## config.mk

```make
export PLATFORM = sky130hd
export DESIGN_NAME = snr_calibration_controller
export DESIGN_NICKNAME = d
export VERILOG_FILES = /design/src/rtl/snr_ctrl_pkg.sv /design/src/rtl/sample_window_counter.sv /design/src/rtl/snr_calibration_controller.sv
export SDC_FILE = /design/constraint.sdc
export NUM_CORES = 1
export LEC_CHECK = 0
export BUFFER_PORTS_ARGS = -buffer_cell sky130_fd_sc_hd__buf_2
export CAP_MARGIN = 10
export CORE_MARGIN = 5
export CORE_UTILIZATION = 40
export DETAILED_ROUTE_END_ITERATION = 10
export PLACE_DENSITY = 0.55
export SLEW_MARGIN = 20
export SYNTH_ARGS = -nofsm -noshare
export SYNTH_HDL_FRONTEND = slang
export SYNTH_HIERARCHICAL = 1
export SYNTH_SLANG_ARGS = --single-unit
```

## constraint.sdc

```tcl
create_clock -name clk -period 4.8 [get_ports clk]
set_input_delay 1.44 -clock clk [delete_from_list [all_inputs] [get_ports clk]]
set_output_delay 1.44 -clock clk [all_outputs]
set_load 0.01 [all_outputs]
```

## src/rtl/snr_ctrl_pkg.sv

```systemverilog
// Shared state encoding and default tuning constants for the SNR calibration controller.
package snr_ctrl_pkg;

    typedef enum logic [2:0] {
        IDLE      = 3'd0,
        CALIBRATE = 3'd1,
        SETTLE    = 3'd2,
        MONITOR   = 3'd3,
        FAULT     = 3'd4
    } snr_ctrl_state_t;

    localparam int DEF_DATA_WIDTH     = 16;
    localparam int DEF_SNR_WIDTH      = 16;
    localparam int DEF_CNT_WIDTH      = 16;
    localparam int DEF_CAL_SAMPLES    = 4096;
    localparam int DEF_SETTLE_SAMPLES = 64;
    localparam int DEF_ON_THRESH_DB   = 12;
    localparam int DEF_OFF_THRESH_DB  = 6;
    localparam int DEF_HOLD_SAMPLES   = 256;
    localparam int DEF_MIN_NOISE      = 1;
    localparam int DEF_MAX_RETRIES    = 3;

endpackage

```

## src/rtl/sample_window_counter.sv

```systemverilog
// Saturating accepted-sample counter; o_done flags the sample that reaches the terminal count.
module sample_window_counter #(
    parameter int CNT_WIDTH = 16
) (
    input  logic                 clk,
    input  logic                 reset,
    input  logic                 i_clear,
    input  logic                 i_en,
    input  logic [CNT_WIDTH-1:0] i_terminal,
    output logic                 o_done
);

    logic [CNT_WIDTH-1:0] r_cnt;
    logic [CNT_WIDTH-1:0] w_cnt_inc;

    assign w_cnt_inc = (r_cnt == '1) ? r_cnt : r_cnt + CNT_WIDTH'(1);
    assign o_done    = i_en && (w_cnt_inc == i_terminal);

    // NOTE: sequential state uses non-blocking assignments so every register samples pre-edge values.
    always_ff @(posedge clk or negedge reset) begin
        if (!reset) begin
            r_cnt <= '0;
        end else if (i_clear) begin
            r_cnt <= '0;
        end else if (i_en) begin
            r_cnt <= w_cnt_inc;
        end
    end

endmodule

```

## src/rtl/snr_calibration_controller.sv

```systemverilog
// Calibration/settle/monitor sequencer with a debounced, hysteretic signal_present gate.
module snr_calibration_controller
    import snr_ctrl_pkg::*;
#(
    parameter int DATA_WIDTH     = DEF_DATA_WIDTH,
    parameter int SNR_WIDTH      = DEF_SNR_WIDTH,
    parameter int CNT_WIDTH      = DEF_CNT_WIDTH,
    parameter int CAL_SAMPLES    = DEF_CAL_SAMPLES,
    parameter int SETTLE_SAMPLES = DEF_SETTLE_SAMPLES,
    parameter int ON_THRESH_DB   = DEF_ON_THRESH_DB,
    parameter int OFF_THRESH_DB  = DEF_OFF_THRESH_DB,
    parameter int HOLD_SAMPLES   = DEF_HOLD_SAMPLES,
    parameter int MIN_NOISE      = DEF_MIN_NOISE,
    parameter int MAX_RETRIES    = DEF_MAX_RETRIES
) (
    input  logic                        clk,
    input  logic                        reset,
    input  logic                        start,
    input  logic                        recal_req,
    input  logic                        sample_valid,
    input  logic signed [SNR_WIDTH-1:0] snr_db,
    input  logic        [DATA_WIDTH-1:0] noise_rms,
    output logic                        quiet_period,
    output logic                        cal_done,
    output logic                        cal_fault,
    output logic                        signal_present,
    output logic        [2:0]           state_out
);

    localparam logic signed [SNR_WIDTH-1:0] ON_T  = SNR_WIDTH'(ON_THRESH_DB);
    localparam logic signed [SNR_WIDTH-1:0] OFF_T = SNR_WIDTH'(OFF_THRESH_DB);
    localparam logic [CNT_WIDTH-1:0]  CAL_T   = CNT_WIDTH'(CAL_SAMPLES);
    localparam logic [CNT_WIDTH-1:0]  SET_T   = CNT_WIDTH'(SETTLE_SAMPLES);
    localparam logic [CNT_WIDTH-1:0]  HOLD_T  = CNT_WIDTH'(HOLD_SAMPLES);
    localparam logic [CNT_WIDTH-1:0]  RETRY_T = CNT_WIDTH'(MAX_RETRIES);
    localparam logic [DATA_WIDTH-1:0] NOISE_T = DATA_WIDTH'(MIN_NOISE);

    snr_ctrl_state_t      r_state, w_next_state;
    logic [CNT_WIDTH-1:0] r_retries, w_retries_next;
    logic                 r_present, w_present_next;
    logic                 r_quiet, r_cal_done, r_cal_fault;

    logic                 w_in_window;
    logic                 w_win_en, w_win_clear, w_win_done;
    logic [CNT_WIDTH-1:0] w_win_terminal;
    logic                 w_hold_en, w_hold_clear, w_hold_done;
    logic                 w_above_on, w_below_off, w_noise_ok, w_last_retry;

    assign w_above_on   = (snr_db >= ON_T);
    assign w_below_off  = (snr_db < OFF_T);
    assign w_noise_ok   = (noise_rms >= NOISE_T);
    assign w_last_retry = ((r_retries + CNT_WIDTH'(1)) == RETRY_T);

    // One window counter serves both CALIBRATE and SETTLE; it restarts on every state change.
    assign w_in_window    = (r_state == CALIBRATE) || (r_state == SETTLE);
    assign w_win_en       = sample_valid && w_in_window;
    assign w_win_terminal = (r_state == SETTLE) ? SET_T : CAL_T;
    assign w_win_clear    = !w_in_window || w_win_done || (w_next_state != r_state);

    // Hold-off counts consecutive below-OFF samples while present; anything else restarts it.
    assign w_hold_en    = sample_valid && (r_state == MONITOR) && r_present && w_below_off;
    assign w_hold_clear = (r_state != MONITOR) || recal_req || !r_present ||
                          (sample_valid && !w_below_off) || w_hold_done;

    sample_window_counter #(.CNT_WIDTH(CNT_WIDTH)) u_window_cnt (
        .clk        (clk),
        .reset      (reset),
        .i_clear    (w_win_clear),
        .i_en       (w_win_en),
        .i_terminal (w_win_terminal),
        .o_done     (w_win_done)
    );

    sample_window_counter #(.CNT_WIDTH(CNT_WIDTH)) u_hold_cnt (
        .clk        (clk),
        .reset      (reset),
        .i_clear    (w_hold_clear),
        .i_en       (w_hold_en),
        .i_terminal (HOLD_T),
        .o_done     (w_hold_done)
    );

    // NOTE: every always_comb output gets a default first so no path leaves a latch behind.
    always_comb begin
        w_next_state   = r_state;
        w_retries_next = r_retries;
        w_present_next = 1'b0;
        case (r_state)
            IDLE: begin
                if (start) begin
                    w_next_state   = CALIBRATE;
                    w_retries_next = '0;
                end
            end
            CALIBRATE: begin
                if (w_win_done) begin
                    if (w_noise_ok) begin
                        w_next_state   = SETTLE;
                        w_retries_next = '0;
                    end else begin
                        w_retries_next = r_retries + CNT_WIDTH'(1);
                        if (w_last_retry) begin
                            w_next_state = FAULT;
                        end
                    end
                end
            end
            SETTLE: begin
                if (w_win_done) begin
                    w_next_state = MONITOR;
                end
            end
            MONITOR: begin
                if (recal_req) begin
                    w_next_state   = CALIBRATE;
                    w_retries_next = '0;
                end else begin
                    w_present_next = r_present;
                    if (!r_present && sample_valid && w_above_on) begin
                        w_present_next = 1'b1;
                    end else if (w_hold_done) begin
                        w_present_next = 1'b0;
                    end
                end
            end
            FAULT: begin
                if (recal_req) begin
                    w_next_state   = CALIBRATE;
                    w_retries_next = '0;
                end
            end
            default: begin
                w_next_state = IDLE;
            end
        endcase
    end

    // Outputs are registered from the next-state decision so they line up with r_state.
    always_ff @(posedge clk or negedge reset) begin
        if (!reset) begin
            r_state     <= IDLE;
            r_retries   <= '0;
            r_present   <= 1'b0;
            r_quiet     <= 1'b0;
            r_cal_done  <= 1'b0;
            r_cal_fault <= 1'b0;
        end else begin
            r_state     <= w_next_state;
            r_retries   <= w_retries_next;
            r_present   <= w_present_next;
            r_quiet     <= (w_next_state == CALIBRATE);
            r_cal_done  <= (r_state == SETTLE) && (w_next_state == MONITOR);
            r_cal_fault <= (w_next_state == FAULT);
        end
    end

    assign quiet_period   = r_quiet;
    assign cal_done       = r_cal_done;
    assign cal_fault      = r_cal_fault;
    assign signal_present = r_present;
    assign state_out      = r_state;

endmodule
```

Word level (Yosys, flattened, before mapping)
Index checks and enable logic that the tools add are counted.

operators by class
  $add $sub $neg = 3
  $lt $le $gt $ge = 3
  equal/unequal tests = 18
  muxes and demuxes = 23
  reductions and logical operators = 26

operator list
  kind                                                                                   count
  16-bit two-way mux                                                                     10
  16-bit by 1-bit adder with 16-bit output (second input constant)                       3
  16-bit case mux with 3 select lines                                                    1
  16-bit equality test (second input constant)                                           2
  3-bit two-way mux                                                                      6
  16-bit by 13-bit equality test with 1-bit output                                       1
  16-bit by 2-bit equality test with 1-bit output (second input constant)                1
  16-bit by 9-bit equality test with 1-bit output (second input constant)                1
  16-bit by 1-bit greater-or-equal comparator with 1-bit output (second input constant)  1
  16-bit by 5-bit greater-or-equal comparator with 1-bit output (second input constant)  1
  16-bit by 4-bit less-than comparator with 1-bit output (second input constant)         1
  13-bit two-way mux                                                                     1
  3-bit case mux with 4 select lines                                                     1
  1-bit logical AND                                                                      10
  3-bit by 2-bit equality test with 1-bit output (second input constant)                 3
  1-bit logical OR                                                                       7
  3-bit by 1-bit equality test with 1-bit output (second input constant)                 2
  3-bit equality test (second input constant)                                            2
  1-bit two-way mux                                                                      4
  2-bit inequality test (second input constant)                                          2
  4-bit by 3-bit inequality test with 1-bit output (second input constant)               1
  4-bit AND reduction                                                                    1
  2-bit nonzero test                                                                     2
  1-bit logical NOT                                                                      3
  6 further kinds                                                                        6

storage, ports and cells
  flip-flop bits (word level) = 55
  input bits = 37
  logic and storage cells = 81

Logic depth before layout (Yosys ltp)
Gate-level depths: netlist of the first run.

  depth in word-level cells = 9
  depth in mapped cells = 15

By module
The synthesis of the first run kept the hierarchy.

modules (own cells, without submodules)
  module                                times used  cells an instance  area each (µm²)  seq. area each (µm²)
  snr_calibration_controller            1           205                1751.7           575.6
  sample_window_counter (u_window_cnt)  1           181                1597.8           400.4
  sample_window_counter (u_hold_cnt)    1           185                1547.7           400.4

Worst setup path after synthesis of the first run
OpenSTA, ideal clock, no wires.

  kind = input-to-reg
  start = in sample_valid
  end = reg r_retries[3]
  library setup time = 0.096 ns
  arrival time = 3.761 ns
  required time = 4.704 ns
  slack = 0.944 ns
  stages = 10
  path through = nor3b_1 > o21a_1 > o311a_1 > nand4_1 > nor4_2 > mux2i_1 > or3_4 > and2_4 > or3_4 > o31ai_1

on the way
  word-level cells in the longest chain between the ends = 4

ends and longest elaborated chain
  what                             line                               source
  start, declared                  snr_calibration_controller.sv:20   input logic sample_valid,
  1-bit logical AND                snr_calibration_controller.sv:56   assign w_win_en = sample_valid && w_in_window;
  1-bit logical AND                sample_window_counter.sv:17        assign o_done = i_en && (w_cnt_inc == i_terminal);
  via w_win_done                   snr_calibration_controller.sv:44   logic w_win_en, w_win_clear, w_win_done;
  2-bit inequality test (no line)  n/a
  4-bit AND reduction (no line)    n/a
  end signal, assigned             snr_calibration_controller.sv:149  r_retries <= w_retries_next;
  end, declared                    snr_calibration_controller.sv:39   logic [CNT_WIDTH-1:0] r_retries, w_retries_next;

The timed path passes the listed nets, and every way through them passes these cells.
A chain may end at the register's enable or synchronous reset.

Worst setup path after layout of the first run
  start = reg u_window_cnt.r_cnt[0]
  end = reg r_retries[3]

on the way
  word-level cells in the longest chain between the ends = 6
  elaborated cells on any way between the ends = 7
  classes of those cells = add/sub: 1; eq/ne: 3; mux: 1; reduce/logical: 2

ends and longest elaborated chain
  what                                                                                     line                              source
  start, declared                                                                          sample_window_counter.sv:13       logic [CNT_WIDTH-1:0] r_cnt;
  start signal, assigned                                                                   sample_window_counter.sv:26       r_cnt <= w_cnt_inc;
  16-bit by 1-bit adder with 16-bit output / 16-bit equality test (equally long branches)  sample_window_counter.sv:16       assign w_cnt_inc = (r_cnt == '1) ? r_cnt : r_cnt + CNT_WIDTH'(1);
  16-bit two-way mux *                                                                     sample_window_counter.sv:16
  16-bit by 13-bit equality test with 1-bit output *                                       sample_window_counter.sv:17
  1-bit logical AND *                                                                      sample_window_counter.sv:17
  via w_win_done                                                                           snr_calibration_controller.sv:44
  2-bit inequality test (no line) *                                                        n/a
  4-bit AND reduction (no line) *                                                          n/a

Mark *: on every way through the listed nets, which the timed path passes. The rest lies on a longest branch.

==> results of run 1 <==
layout by cell type (no fill, tap or decap), types with 10 or more instances in the layout:
master / Yosys / final
o21ai_1: 10 / 10
a21oi_1: 29 / 29
o21ai_0: 13 / 13
xnor2_1: 29 / 29
nand3_1: 27 / 27
nor3_1: 11 / 11
mux2i_1: 11 / 11
buf_2: 20 / 42
nor2_1: 53 / 53
nor4_1: 13 / 13
dfrtp_1: 55 / 55
xor2_1: 30 / 30
inv_1: 17 / 17
nand2_1: 42 / 42
nand4_1: 27 / 27
and3_1: 10 / 10
conb_1: 2 / 58
metal layers:
metal / global-route usage / wire length (um) / up-vias
met1: 0.234 / 5800 / 2106
met4: 0.0538 / 208 / 0
met5: 0 / 0 / -
met2: 0.283 / 5820 / 77
met3: 0.0262 / 405 / 14
li1: - / - / 2203
path summary, 6_finish.rpt:
kind / start / endpoint / slack, ps / depth (start not counted)
setup reg to reg: u_window_cnt/r_cnt[0] / r_retries[3] / 730 / 13
min in group asynchronous: reset / u_window_cnt/r_cnt[0] / 1160 / 1
hold reg to reg: r_retries[15] / r_retries[15] / 560 / 2
setup / recovery: u_window_cnt/r_cnt[0] / r_retries[3] / 730 / 13
hold / removal: r_retries[15] / r_retries[15] / 560 / 2
max in group asynchronous: reset / u_hold_cnt/r_cnt[6] / 2780 / 2
Yosys cell counts (3+ instances only):
cell      number
dfrtp_1       55
nor2b_1        7
nor4_1        13
nor4_4         4
a311oi_1       9
buf_2         20
buf_6          3
clkbuf_1       9
nand4_2        4
nor4_2         4
nand4_4        6
o21ai_1       10
buf_4          8
and3_1        10
nor3_1        11
a211oi_1       5
xnor2_1       29
or3_1          6
inv_1         17
and2_1         5
xor2_1        30
o22ai_1        3
nand4_1       27
nand3_1       27
a31oi_1        7
and4_4         4
a22o_1         4
a21oi_1       29
ha_1           4
o21ai_0       13
a22oi_1        4
o211ai_1       6
o31a_1         3
nand2_1       42
nor2_1        53
and4_1         4
mux2i_1       11
area by class of cell:
cell class	instances	area, um2	area share
multi-input combinational	512	3430	0.629
clock inverter	2	16.3	0.00298
clock buffer	6	139	0.0254
sequential	55	1380	0.252
timing repair buffer	47	248	0.0454
tap	147	184	0.0337
inverter	17	63.8	0.0117
sequential cells by signal (all words and copies together), names as in the netlist:
signal / count
u_window_cnt/r_cnt: 16
r_retries: 16
state_out: 3
u_hold_cnt/r_cnt: 16
cal_done: 1
quiet_period: 1
cal_fault: 1
signal_present: 1
power breakdown:
group | switching [uW] | internal (uW)
sequential | 77.3 | 490
clock | 185 | 209
combinational | 126 | 107
metrics by stage:
stage	hold slack (ps)	total power (uW)	utilization	setup WS [ps]	instance area (um2)
floorplan	508	755	-	944	5110
global placement	534	802	0.442	713	5300
detailed placement	542	809	0.442	693	5300
CTS	565	1210	0.454	672	5460
global route	602	1280	0.454	353	5460
finish	556	1190	0.454	725	5460
logic make-up after synthesis:
group | count (synthesis) | share of synthesized area
simple gates | 254 | 0.329
compound gates | 124 | 0.184
buf+inv | 60 | 0.0621
xor+xnor | 59 | 0.106
flops | 55 | 0.281
mux | 12 | 0.0248
fa+ha+maj | 5 | 0.0125
other cells | 2 | 0.00153
worst register-to-register path: stages, from the launching register on:
cell and delay, ps:
dfrtp_1 540, ha_1 390, nand3_2 280, nor4_4 640
nor4_2 120, a311oi_2 230, nand4_1 140, nor4_2 250
buf_4 180, mux2i_1 70, or3_4 360, and2_4 200
or3_4 380, o31ai_1 190
==> flow_summary.json, run 1 <==
{
  "critPathSlowestCell": "nor4_4",
  "slew_viol_final": 0,
  "antenna_left": 0,
  "htree_levels": 2,
  "hold_path.class": "flip-flop to flip-flop",
  "start_util": 0.408,
  "crit_arrival_ps": 4290,
  "crit_required_ps": 5020,
  "hpwlAfterDp_mm": 9.00,
  "wl_per_cell_um": 15.6,
  "status": "completed",
  "gr-total-overflow": 0,
  "nFillCells": 1184,
  "critPathCaptureType": "flip-flop",
  "cp_max_fo": 13,
  "cts_resized": 0,
  "drive_gt1_frac": 0.164,
  "seq_area_frac_synth": 0.281,
  "critPathLaunchType": "flip-flop",
  "fmax_ghz": 0.245,
  "die_area_um2": 14600,
  "syn_inst": 571,
  "synthArstFlopShare": 1.00,
  "gp_congestion": 0.819,
  "min_period_over_period": 0.849,
  "die_w_um": 121,
  "die_h_um": 121,
  "drt-initial-drc-count": 266,
  "max_stage_delay_ps": 640,
  "vias": 4400,
  "setup_tns_ps": 0,
  "synth_seq_cells": 55,
  "max_cap_viol_count": 0,
  "drt-total-wl_mm": 12.2,
  "synthToLayoutAreaGrowth_pct": 11.5,
  "rows": 40,
  "critical-path-top-delay-family": "simple AND/OR/NAND/NOR gates",
  "ir_drop_mv": 0.258,
  "place_inst": 778,
  "port_buffers": 42,
  "diodes": 0,
  "synth_area_per_cell_um2": 8.58,
  "synth_edf_count": 0,
  "yosysTopAreaCell": "dfrtp_1",
  "hold_buffers": 0,
  "post-cts-setup-buffers": 0,
  "fin_skew_ps": 14.3,
  "clk_pin_slew_ps": 80,
  "ys_top_cells_by_area": "dfrtp_1 (28%), xor2_1 (5.4%), xnor2_1 (5.2%)",
  "boundaryPins": 44,
  "synth_top_area_share": 0.281,
  "grt_max_degree": 32,
  "core_um2": 12000,
  "setup_viol": 0,
  "track_usage": 0.172,
  "crit_buf_inv": 1,
  "antenna_found_initial": 0,
  "drc": 0,
  "nets": 679,
  "grt_pass1_vias": 4197,
  "tightestPinTransition_ps": 802,
  "cts_made_buffers": 5,
  "vias_per_cell": 5.60,
  "cts_sinks": 55,
  "final_cells": 786,
  "syn_area_um2": 4900,
  "ys_warn_count": 6,
  "dr.pass1.iters": 5,
  "root_buffer": "clkbuf_16",
  "cts_tree": "built",
  "clock_latency_ps": 310,
  "clock_path_buffers": 2,
  "critPathKind": "flip-flop to flip-flop",
  "path_cells": "ha_1 > nand3_2 > nor4_4 > nor4_2 > a311oi_2 > nand4_1 > nor4_2 > buf_4 > mux2i_1 > or3_4 > and2_4 > or3_4 > o31ai_1",
  "rsz0062_at_grt": "false",
  "period_needed_ps": 4070,
  "hold_viol": 0,
  "powerDensity_nw_per_um2": 219,
  "grt_pass1_wl_mm": 20.6,
  "ys.flop_type": "dfrtp_1",
  "slew-limit-headroom": 0.464,
  "p_leak_uw": 0.00230,
  "synth.distinct_cells": 83
}
(Power assumes the default switching activity.)
==> inputs of run 2 (changes only) <==
--- a/config.mk
+++ b/config.mk
@@ -10,7 +10,7 @@
 export CORE_MARGIN = 5
 export CORE_UTILIZATION = 40
 export DETAILED_ROUTE_END_ITERATION = 10
-export PLACE_DENSITY = 0.55
+export PLACE_DENSITY = 0.58
 export SLEW_MARGIN = 20
 export SYNTH_ARGS = -nofsm -noshare
 export SYNTH_HDL_FRONTEND = slang
==> constraint.sdc (replaced) <==
create_clock -name clk -period 3.6 [get_ports clk]
set_input_delay 1.08 -clock clk [delete_from_list [all_inputs] [get_ports clk]]
set_output_delay 1.08 -clock clk [all_outputs]
set_load 0.01 [all_outputs]
==> run 2 against run 1 <==
First-iteration DRC count decreased by 8.6%; clock-buffer cell count did not move; combinational power rose by 110%; worst setup slack worse by 540 ps; via count up 2.0%; cell area increased by 6.9%; clock power grew 37%; power rose by 44%; sequential power up 22%; register-to-register slack lost 540 ps; core utilization rose by 3.1 points; critical endpoint is now r_retries[2]; largest cell class unchanged.
==> flow_summary.json, run 2 (same netlist as run 1, synthesis figures left out) <==
{
  "fin_skew_ps": 14.5,
  "top_regs": "r_retries x16, u_hold_cnt/r_cnt x16, u_window_cnt/r_cnt x16",
  "ir_drop_mv": 0.352,
  "cts_sinks": 55,
  "wl_per_cell_um": 15.5,
  "cts_made_buffers": 5,
  "cp_max_fo": 7,
  "status": "completed",
  "die_w_um": 121,
  "core_um2": 12000,
  "rows": 40,
  "min_period_over_period": 0.950,
  "dr.pass1.iters": 4,
  "critPathCaptureType": "flip-flop",
  "track_usage": 0.177,
  "fmax_ghz": 0.293,
  "rsz0062_at_grt": "false",
  "netSwitchingFraction": 0.330,
  "hold_buffers": 0,
  "setup_ws_ps": 181,
  "antenna_found_initial": 0,
  "clk_pin_slew_ps": 80,
  "finalPower_uw": 1720,
  "hold_path.class": "flip-flop to flip-flop",
  "setup_tns_ps": 0,
  "boundaryPins": 44,
  "clock_power_share": 0.313,
  "p_leak_uw": 0.00247,
  "p_int_uw": 1150,
  "tightestPinTransition_ps": 683,
  "powerDensity_nw_per_um2": 295,
  "setup_viol": 0,
  "drt-initial-drc-count": 243,
  "drc": 0,
  "period_needed_ps": 3420,
  "max_cap_viol_count": 0,
  "diodes": 0,
  "hpwlAfterDp_mm": 9.46,
  "reg2regPathDepth": 14,
  "vias": 4488,
  "antenna_left": 0,
  "die_area_um2": 14600,
  "gr-total-overflow": 0,
  "start_util": 0.408,
  "die_h_um": 121,
  "synthToLayoutAreaGrowth_pct": 19.1,
  "multi_input_area_um2": 3530,
  "pwr-share-comb": 0.283,
  "dpl_worst_slack_ps": -23.0,
  "clock_latency_ps": 310,
  "cts_tree": "built",
  "clock_path_buffers": 2,
  "layout_common_cells": "conb_1 (58), dfrtp_1 (52), nor2_1 (51), nand2_1 (42), buf_2 (42)",
  "critPathLaunchType": "flip-flop",
  "fin_hold_ws_ps": 562,
  "nFillCells": 1190,
  "grt_pass1_vias": 4294,
  "crit_arrival_ps": 3670,
  "drt-total-wl_mm": 12.7,
  "root_buffer": "clkbuf_16",
  "p_sw_uw": 569,
  "hold_depth": 2,
  "slew-limit-headroom": 0.540,
  "htree_levels": 2,
  "slew_viol_final": 0,
  "vias_per_cell": 5.47,
  "gp_congestion": 0.872,
  "port_buffers": 42,
  "critPathKind": "flip-flop to flip-flop",
  "power.share.sequential": 0.404,
  "grt_pass1_wl_mm": 21.1,
  "final_common_cell": "conb_1",
  "crit_required_ps": 3850,
  "grt_max_degree": 22,
  "regArea_um2": 1380,
  "drive_gt1_frac": 0.224,
  "hold_viol": 0,
  "nets": 713
}
## run 2: changes by cell type in the layout (fill, tap and decap cells not counted), moves of 2 or more
cell     delta
nor2_1      -2
dfrtp_1     -3
nand4_2     -2
nor2_2      +2
inv_6       +2
nand4_4     +2
dfrtp_2     +3
buf_4      +32
## run 2: area by class of cell
class / count / share of cell area
multi-input combinational: 512 / 0.605
sequential: 55 / 0.237
timing repair buffer: 81 / 0.0890
tap: 147 / 0.0315
clock buffer: 6 / 0.0238
inverter: 17 / 0.0109
clock inverter: 2 / 0.00300
## run 2: stage by stage
step           utilization  area [um2]  std cells
5_1_grt              0.486        5830        820
4_1_cts              0.474        5690        814
6_report             0.486        5830        820
2_1_floorplan            -        5110        627
3_3_place_gp         0.460        5530        806
3_5_place_dp         0.460        5530        806
## run 2: path summary, 6_finish.rpt
path | from | to | slack [ps]
setup / recovery | u_window_cnt/r_cnt[1] | r_retries[2] | 180
hold / removal | r_retries[15] | r_retries[15] | 560
setup reg to reg | u_window_cnt/r_cnt[1] | r_retries[2] | 180
hold reg to reg | r_retries[15] | r_retries[15] | 560
max in group asynchronous | reset | u_window_cnt/r_cnt[12] | 2140
min in group asynchronous | reset | u_hold_cnt/r_cnt[15] | 740
## run 2: worst max-delay path, cell delays in order (launching register included)
cell      delay (ps)
dfrtp_1          400
ha_4             170
buf_4            150
and3_4           210
nand4_4          140
and2_1           210
o311ai_0         300
a21oi_1          200
nor4_4           290
mux2i_1          120
or3_4            370
a211oi_4         330
buf_4            220
a21o_1           120
a22o_1           130
## run 2: power by group through the flow
stage	Combinational, uW	Sequential [uW]	Clock (uW)
floorplan	328	678	0
global placement	443	696	0
detailed placement	454	697	0
CTS	457	685	561
global route	540	699	586
finish	488	695	539
## run 2: per-layer routing
layer,vias to the layer above,global-route usage,wire (um)
li1,2261,-,-
met1,2140,0.235,5840
met2,76,0.302,6310
met3,11,0.0304,423
met4,0,0.0397,151
met5,-,0,0
## run 2: repair_timing
action / CTS / global route
setup endpoints to repair: 2 / 18
setup buffers: 0 / 5
resized for setup: 1 / 22
pin swaps: 0 / 8
gates cloned: 0 / 1
